===== src/rtl/keypad_pkg.sv =====
`default_nettype none
// +----------------------------------------------------------------------------+
// | Module   : keypad_pkg                                                      |
// | Purpose  : Shared types and constants for the 4x3 matrix keypad scanner:  |
// |            FSM state enum, scan-result type, internal key codes, matrix   |
// |            dimensions and the (row, col) -> key code mapping.             |
// | Revision : 1.0  initial release                                           |
// +----------------------------------------------------------------------------+
package keypad_pkg;

  localparam int unsigned NUM_ROWS = 4;
  localparam int unsigned NUM_COLS = 3;

  // Internal key codes: digits use their own value (0-9); the two symbol
  // keys take the first codes above the digit range.
  localparam logic [3:0] KEY_DIGIT_MIN = 4'd0;
  localparam logic [3:0] KEY_DIGIT_MAX = 4'd9;
  localparam logic [3:0] KEY_STAR      = 4'hA;
  localparam logic [3:0] KEY_HASH      = 4'hB;

  typedef enum logic [1:0] {
    ST_IDLE = 2'd0,
    ST_DEB  = 2'd1,
    ST_HELD = 2'd2
  } state_t;

  typedef enum logic [1:0] {
    SCAN_NONE  = 2'd0,
    SCAN_KEY   = 2'd1,
    SCAN_MULTI = 2'd2
  } scan_t;

  // Rows 0-2 carry digits 1-9 in reading order; row 3 is '*', '0', '#'.
  function automatic logic [3:0] key_code(input logic [1:0] row, input logic [1:0] col);
    logic [3:0] code;
    if (row == 2'd3) begin
      case (col)
        2'd0:    code = KEY_STAR;
        2'd1:    code = KEY_DIGIT_MIN;
        default: code = KEY_HASH;
      endcase
    end else begin
      code = ({2'b00, row} * 4'd3) + {2'b00, col} + 4'd1;
    end
    return code;
  endfunction

endpackage
`default_nettype wire


===== src/rtl/keypad_sync.sv =====
`default_nettype none
// +----------------------------------------------------------------------------+
// | Module   : keypad_sync                                                     |
// | Purpose  : Two-flop synchronizer, parameterizable width. Both stages      |
// |            reset to all-ones (the idle level of pulled-up inputs).        |
// | Ports    : clk  - system clock                                            |
// |            rst  - asynchronous active-high reset                          |
// |            i_d  - asynchronous input bus                                  |
// |            o_q  - synchronized output bus                                 |
// | Revision : 1.0  initial release                                           |
// +----------------------------------------------------------------------------+
module keypad_sync
  import keypad_pkg::*;
#(
  parameter int unsigned WIDTH = NUM_COLS
) (
  input  logic             clk,
  input  logic             rst,
  input  logic [WIDTH-1:0] i_d,
  output logic [WIDTH-1:0] o_q
);

  logic [WIDTH-1:0] r_meta;
  logic [WIDTH-1:0] r_sync;

  always_ff @(posedge clk or posedge rst) begin
    if (rst) begin
      r_meta <= '1;
      r_sync <= '1;
    end else begin
      r_meta <= i_d;
      r_sync <= r_meta;
    end
  end

  assign o_q = r_sync;

endmodule
`default_nettype wire


===== src/rtl/keypad_scanner.sv =====
`default_nettype none
// +----------------------------------------------------------------------------+
// | Module   : keypad_scanner                                                  |
// | Purpose  : Scans a 4x3 matrix keypad, debounces presses and releases over |
// |            whole scans, and emits one event per physical press.           |
// | Ports    : clk          - 1 kHz system clock                              |
// |            rst          - asynchronous active-high reset                  |
// |            i_col_n[2:0] - columns, active-low, bit 0 = left column        |
// |            o_row_n[3:0] - one-hot active-low row drive, bit 0 = top row   |
// |            o_num_out    - last accepted digit (0-9), held                 |
// |            o_num_valid  - one-cycle pulse, o_num_out updated              |
// |            o_set_time   - one-cycle pulse on accepted '#'                 |
// |            o_clr_key    - one-cycle pulse on accepted '*'                 |
// | Revision : 1.0  initial release                                           |
// +----------------------------------------------------------------------------+
module keypad_scanner
  import keypad_pkg::*;
#(
  parameter int unsigned DWELL     = 4,  // cycles per row, 3..15
  parameter int unsigned DEB_SCANS = 3   // identical scans to accept, 1..7
) (
  input  logic                clk,
  input  logic                rst,
  input  logic [NUM_COLS-1:0] i_col_n,
  output logic [NUM_ROWS-1:0] o_row_n,
  output logic [3:0]          o_num_out,
  output logic                o_num_valid,
  output logic                o_set_time,
  output logic                o_clr_key
);

  logic [NUM_COLS-1:0] w_col_n_sync;
  logic [NUM_COLS-1:0] w_low;
  logic [3:0]          r_dwell;
  logic [1:0]          r_row;
  logic [1:0]          w_row_nxt;
  logic [NUM_ROWS-1:0] r_row_n;
  logic                w_dwell_last;
  logic                w_scan_end;

  // Scan accumulator: hit count saturates at 2 (anything >= 2 is MULTI).
  logic [1:0] r_hits;
  logic [3:0] r_code;
  logic [1:0] w_row_hits;
  logic [1:0] w_row_col;
  logic [1:0] w_tot_hits;
  logic [3:0] w_tot_code;
  scan_t      w_result;

  state_t     r_state, w_state_nxt;
  logic [2:0] r_cnt, w_cnt_nxt;
  logic [2:0] r_rel, w_rel_nxt;
  logic [3:0] r_cand, w_cand_nxt;
  logic       w_emit;

  keypad_sync #(.WIDTH(NUM_COLS)) u_col_sync (
    .clk (clk),
    .rst (rst),
    .i_d (i_col_n),
    .o_q (w_col_n_sync)
  );

  assign w_low        = ~w_col_n_sync;
  assign w_dwell_last = (r_dwell == 4'(DWELL - 1));
  assign w_scan_end   = w_dwell_last && (r_row == 2'd3);
  assign w_row_nxt    = r_row + 2'd1;

  // Row sequencing: o_row_n is registered so it changes on the edge that
  // starts a dwell, leaving the synchronizer time to settle before sampling.
  always_ff @(posedge clk or posedge rst) begin
    if (rst) begin
      r_dwell <= 4'd0;
      r_row   <= 2'd0;
      r_row_n <= 4'b1110;
    end else if (w_dwell_last) begin
      r_dwell <= 4'd0;
      r_row   <= w_row_nxt;
      r_row_n <= ~(4'b0001 << w_row_nxt);
    end else begin
      r_dwell <= r_dwell + 4'd1;
    end
  end

  // Hits in the row currently sampled; the column of the (last) hit is kept
  // and only used when the row contributes exactly one hit.
  always_comb begin
    w_row_hits = 2'd0;
    w_row_col  = 2'd0;
    for (int c = 0; c < int'(NUM_COLS); c++) begin
      if (w_low[c]) begin
        w_row_col  = 2'(c);
        w_row_hits = (w_row_hits == 2'd0) ? 2'd1 : 2'd2;
      end
    end
  end

  always_comb begin
    w_tot_hits = ((3'(r_hits) + 3'(w_row_hits)) >= 3'd2) ? 2'd2 : (r_hits + w_row_hits);
    w_tot_code = (w_row_hits == 2'd1) ? key_code(r_row, w_row_col) : r_code;
    case (w_tot_hits)
      2'd0:    w_result = SCAN_NONE;
      2'd1:    w_result = SCAN_KEY;
      default: w_result = SCAN_MULTI;
    endcase
  end

  always_ff @(posedge clk or posedge rst) begin
    if (rst) begin
      r_hits <= 2'd0;
      r_code <= 4'd0;
    end else if (w_dwell_last) begin
      // The final row's result is consumed by the FSM this cycle, so the
      // accumulator restarts for the next scan.
      r_hits <= w_scan_end ? 2'd0 : w_tot_hits;
      r_code <= w_scan_end ? 4'd0 : w_tot_code;
    end
  end

  always_ff @(posedge clk or posedge rst) begin
    if (rst) begin
      r_state <= ST_IDLE;
      r_cnt   <= 3'd0;
      r_rel   <= 3'd0;
      r_cand  <= 4'd0;
    end else begin
      r_state <= w_state_nxt;
      r_cnt   <= w_cnt_nxt;
      r_rel   <= w_rel_nxt;
      r_cand  <= w_cand_nxt;
    end
  end

  always_comb begin
    w_state_nxt = r_state;
    w_cnt_nxt   = r_cnt;
    w_rel_nxt   = r_rel;
    w_cand_nxt  = r_cand;
    w_emit      = 1'b0;
    if (w_scan_end) begin
      case (r_state)
        ST_IDLE: begin
          if (w_result == SCAN_KEY) begin
            w_cand_nxt = w_tot_code;
            if (DEB_SCANS == 1) begin
              w_emit      = 1'b1;
              w_state_nxt = ST_HELD;
              w_cnt_nxt   = 3'd0;
              w_rel_nxt   = 3'd0;
            end else begin
              w_cnt_nxt   = 3'd1;
              w_state_nxt = ST_DEB;
            end
          end
        end
        ST_DEB: begin
          if ((w_result == SCAN_KEY) && (w_tot_code == r_cand)) begin
            if ((r_cnt + 3'd1) == 3'(DEB_SCANS)) begin
              w_emit      = 1'b1;
              w_state_nxt = ST_HELD;
              w_cnt_nxt   = 3'd0;
              w_rel_nxt   = 3'd0;
            end else begin
              w_cnt_nxt = r_cnt + 3'd1;
            end
          end else begin
            w_state_nxt = ST_IDLE;
            w_cnt_nxt   = 3'd0;
          end
        end
        ST_HELD: begin
          // A MULTI result still counts as "something is pressed".
          if (w_result == SCAN_NONE) begin
            if ((r_rel + 3'd1) == 3'(DEB_SCANS)) begin
              w_state_nxt = ST_IDLE;
              w_rel_nxt   = 3'd0;
            end else begin
              w_rel_nxt = r_rel + 3'd1;
            end
          end else begin
            w_rel_nxt = 3'd0;
          end
        end
        default: begin
          w_state_nxt = ST_IDLE;
          w_cnt_nxt   = 3'd0;
          w_rel_nxt   = 3'd0;
        end
      endcase
    end
  end

  // Strobes are registered: they appear the cycle after the scan-end sample.
  always_ff @(posedge clk or posedge rst) begin
    if (rst) begin
      o_num_out   <= 4'd0;
      o_num_valid <= 1'b0;
      o_set_time  <= 1'b0;
      o_clr_key   <= 1'b0;
    end else begin
      o_num_valid <= 1'b0;
      o_set_time  <= 1'b0;
      o_clr_key   <= 1'b0;
      if (w_emit) begin
        if (w_tot_code == KEY_HASH) begin
          o_set_time <= 1'b1;
        end else if (w_tot_code == KEY_STAR) begin
          o_clr_key <= 1'b1;
        end else if (w_tot_code <= KEY_DIGIT_MAX) begin
          o_num_out   <= w_tot_code;
          o_num_valid <= 1'b1;
        end
      end
    end
  end

  assign o_row_n = r_row_n;

endmodule
`default_nettype wire

===== config.mk =====
export PLATFORM = sky130hd
export DESIGN_NAME = keypad_scanner
export DESIGN_NICKNAME = d
export VERILOG_FILES = /design/src/rtl/keypad_pkg.sv /design/src/rtl/keypad_sync.sv /design/src/rtl/keypad_scanner.sv
export SDC_FILE = /design/constraint.sdc
export NUM_CORES = 1
export LEC_CHECK = 0
export ABC_CLOCK_PERIOD_IN_PS = 3400
export CORE_UTILIZATION = 50
export DETAILED_ROUTE_END_ITERATION = 10
export DONT_BUFFER_PORTS = 1
export PLACE_DENSITY = 0.79
export SLEW_MARGIN = 10
export SYNTH_ARGS = -nofsm -noshare
export SYNTH_HDL_FRONTEND = slang
export SYNTH_HIERARCHICAL = 1
export SYNTH_SLANG_ARGS = --single-unit

===== constraint.sdc =====
create_clock -name clk -period 3.4 [get_ports clk]
set_input_delay 0.68 -clock clk [delete_from_list [all_inputs] [get_ports clk]]
set_output_delay 0.68 -clock clk [all_outputs]
set_load 0.005 [all_outputs]

==> results.json <==
{
  "synth-main-ff-cell": "dfrtp_1",
  "tightest_slew_ns": 0.6491,
  "slowest_stage": "dfstp_2",
  "core_sq_um": 4086,
  "portBuffers": 0,
  "finClkSkew_ns": 0.005212,
  "multiInputGateArea_sq_um": 1110,
  "r2r-end": "o_num_out[2]$_DFFE_PP0P_",
  "netlist_instances": 202,
  "drt_iter0_drc": 100,
  "antenna_found_initial": 0,
  "cts_made_buffers": 5,
  "hold_path.class": "in2async",
  "final_common_cell": "dfrtp_1",
  "cts.sinks": 41,
  "synth-seq-cells": 41,
  "clockPowerShare_pct": 40.1,
  "rrSetupSlack_ns": 0.13,
  "ioPinCount": 16,
  "status": "completed",
  "cts.path.max_buffers": 2,
  "final_layout_size_suffix_gt1_share_pct": 25.68,
  "r2r_cells": 11,
  "power.density_nw_per_um2": 454.0,
  "p_leak_nw": 1.213,
  "end_kind": "register",
  "max_stage_delay_ns": 0.56,
  "grt_overflow": 0,
  "maxSlewHeadroom_pct": 56.68,
  "routed_via_density": 5.471,
  "power_frac_comb_pct": 12.0,
  "setup_tns_ns": 0,
  "ys_warn_count": 6,
  "post-synth-top-area-cell": "dfrtp_1",
  "crit_buf_inv": 2,
  "p_int_uw": 871.3,
  "synth-edff-count": 0,
  "finalHoldViolCount": 0,
  "drt.antenna.violating_nets": 0,
  "routedWlPerCell_um": 14.24,
  "p_seq_share_pct": 47.9,
  "cts-htree-levels": 2,
  "startpoint_type": "register",
  "timing.fmax_mhz": 305.5,
  "cts_hold_buf": 0,
  "setup_viol": 0,
  "worstPathCellList": "inv_2 > fa_1 > inv_2 > fa_2 > xor2_1 > nor2_1 > mux2i_1 > mux2_4 > nor4b_4 > nand3_2 > mux2_4",
  "synth.distinct_cells": 44,
  "dr.pass1.iters": 4,
  "rsz0062_at_grt": "yes",
  "switching_share_pct": 23.84,
  "cts_root_buf": "clkbuf_8",
  "r2r_start": "u_col_sync/o_q[2]$_DFF_PP1_",
  "route.detailed.drc": 0,
  "worstSkewPairLatency_ns": 0.29,
  "syn-num-nets": 225,
  "cp_top_family": "multiplexers",
  "start_util_pct": 53.43,
  "cts_tree": "yes",
  "grt_usage_pct": 18.29,
  "yosys-top-cells-area": "dfrtp_1, dfstp_2, ha_1",
  "regArea_sq_um": 1037,
  "grt_max_degree": 20,
  "dieHeight_um": 68.08,
  "arrival_ns": 3.46,
  "switching_power_uw": 272.8,
  "synth.avg_cell_area_sq_um": 10.81,
  "die_w_um": 68.08,
  "path_clk_slew_ns": 0.08,
  "final_nets": 244,
  "grt_pass1_wl_um": 6134,
  "final_util_pct": 61.67,
  "gp_congestion": 0.8039,
  "crit_end": "o_num_out[2]$_DFFE_PP0P_",
  "final_cell_mix": "dfrtp_1, nand2_1",
  "path_depth": 11,
  "synthesis.area_sq_um": 2183,
  "crit_type": "reg2reg",
  "std_cell_rows": 23,
  "finalCriticalPeriod_ns": 3.274,
  "synthArstFlopShare_pct": 100.0,
  "worstPathMaxFanout": 4,
  "post-route-period-util_pct": 96.28,
  "num_vias": 1488,
  "n_antenna_cell": 0,
  "crit_required_ns": 3.59,
  "critPathLaunch": "u_col_sync/o_q[2]$_DFF_PP1_",
  "die-area_sq_um": 4635,
  "final_max_slew_viol_count": 0,
  "seq_area_frac_synth_pct": 47.51,
  "fillers": 329,
  "peakVddDrop_uv": 239.8,
  "dp_hpwl_um": 2681,
  "yosys.area.top_type_share_pct": 36.68,
  "areaGrowthSynthToFinish_pct": 15.42,
  "cap_violations": 0,
  "postPlaceCellArea_sq_um": 2301,
  "drt_wl_total_um": 3872,
  "postLayoutCellArea_sq_um": 2520,
  "grt_pass1_vias": 1376
}
cells by family after synthesis:
| family | after synthesis | synth area share [%] |
|---|---|---|
| and+or+nand+nor | 69 | 16.96 |
| muxes | 13 | 7.278 |
| adders and majority gates | 18 | 11.35 |
| xor gates and xnor gates | 6 | 2.407 |
| buffers and inverters | 20 | 3.496 |
| AOI/OAI and AO/OA | 35 | 11.00 |
| DFF | 41 | 47.51 |
worst min path at each step:
stage | start | to | slack [ns] | cells past startpoint
finish | rst | r_row[1]$_DFFE_PP0N_ | 0.36 | 1
global placement | u_col_sync/r_meta[0]$_DFF_PP1_ | u_col_sync/o_q[0]$_DFF_PP1_ | 0.35 | 0
detailed placement | u_col_sync/r_meta[0]$_DFF_PP1_ | u_col_sync/o_q[0]$_DFF_PP1_ | 0.35 | 0
global route | u_col_sync/r_meta[2]$_DFF_PP1_ | u_col_sync/o_q[2]$_DFF_PP1_ | 0.36 | 0
floorplan | u_col_sync/r_meta[0]$_DFF_PP1_ | u_col_sync/o_q[0]$_DFF_PP1_ | 0.35 | 0
CTS | u_col_sync/r_meta[0]$_DFF_PP1_ | u_col_sync/o_q[0]$_DFF_PP1_ | 0.36 | 0
stage by stage:
step / worst slack, ns / cells / power (mW) / hold slack (ns)
floorplan: 0.009326 / 202 / 0.6468 / 0.3452
global placement: 0.05522 / 258 / 0.6691 / 0.3475
detailed placement: -0.04613 / 258 / 0.6731 / 0.3468
CTS: 0.002007 / 267 / 1.140 / 0.3581
global route: -0.01158 / 272 / 1.190 / 0.3614
finish: 0.1264 / 272 / 1.144 / 0.3552
cells in the mapped netlist, drive strengths merged, types with 2 or more instances:
| cell type | number |
|---|---|
| mux2i | 2 |
| ha | 15 |
| inv | 17 |
| clkbuf | 2 |
| a221o | 2 |
| fa | 3 |
| nor3b | 2 |
| dfrtp | 32 |
| nor2b | 4 |
| nand2b | 3 |
| xor2 | 2 |
| nor3 | 3 |
| mux2 | 11 |
| a22o | 5 |
| and3 | 3 |
| o21ai | 13 |
| o31ai | 2 |
| xnor2 | 4 |
| nand3 | 7 |
| nor2 | 15 |
| a21oi | 6 |
| dfstp | 9 |
| nor4b | 3 |
| nand2 | 22 |
power by group through the flow:
| stage | clock network, mW | logic, mW | registers, mW |
|---|---|---|---|
| 6_report | 0.459 | 0.137 | 0.548 |
| 5_1_grt | 0.487 | 0.151 | 0.552 |
| 4_1_cts | 0.466 | 0.128 | 0.546 |
| 3_5_place_dp | 0 | 0.118 | 0.555 |
| 3_3_place_gp | 0 | 0.116 | 0.553 |
| 2_1_floorplan | 0 | 0.105 | 0.542 |
timing repair:
item / 4_1_cts / 5_1_grt
endpoints found under the setup margin: 4 / 13
buffers inserted: 1 / 5
pin swaps: 2 / 4
resized for setup: 3 / 8
area by class of cell:
type | count | area share, %
tap | 50 | 2.483
inverter | 17 | 2.532
clock inverter | 3 | 2.582
multi-input combinational | 141 | 44.04
clock buffer | 5 | 2.731
sequential | 41 | 41.16
timing repair buffer | 15 | 4.469
layer usage:
layer	global-route usage (%)	part of all wire, %	vias up
met3	4.167	3.4	4
met2	29.90	49	34
met5	0	0	-
li1	-	-	730
met4	9.115	1.7	0
met1	22.48	46	720
registers in the layout, summed over array words and instances, names as in the netlist, 2 cells and up:
signal / count
o_num_out: 4
o_row_n: 4
r_cand: 4
r_cnt: 3
r_code: 4
r_dwell: 4
r_hits: 2
r_rel: 3
r_row: 2
r_state: 2
u_col_sync/o_q: 3
u_col_sync/r_meta: 3
No activity file was read; power rests on OpenSTA's default activity.
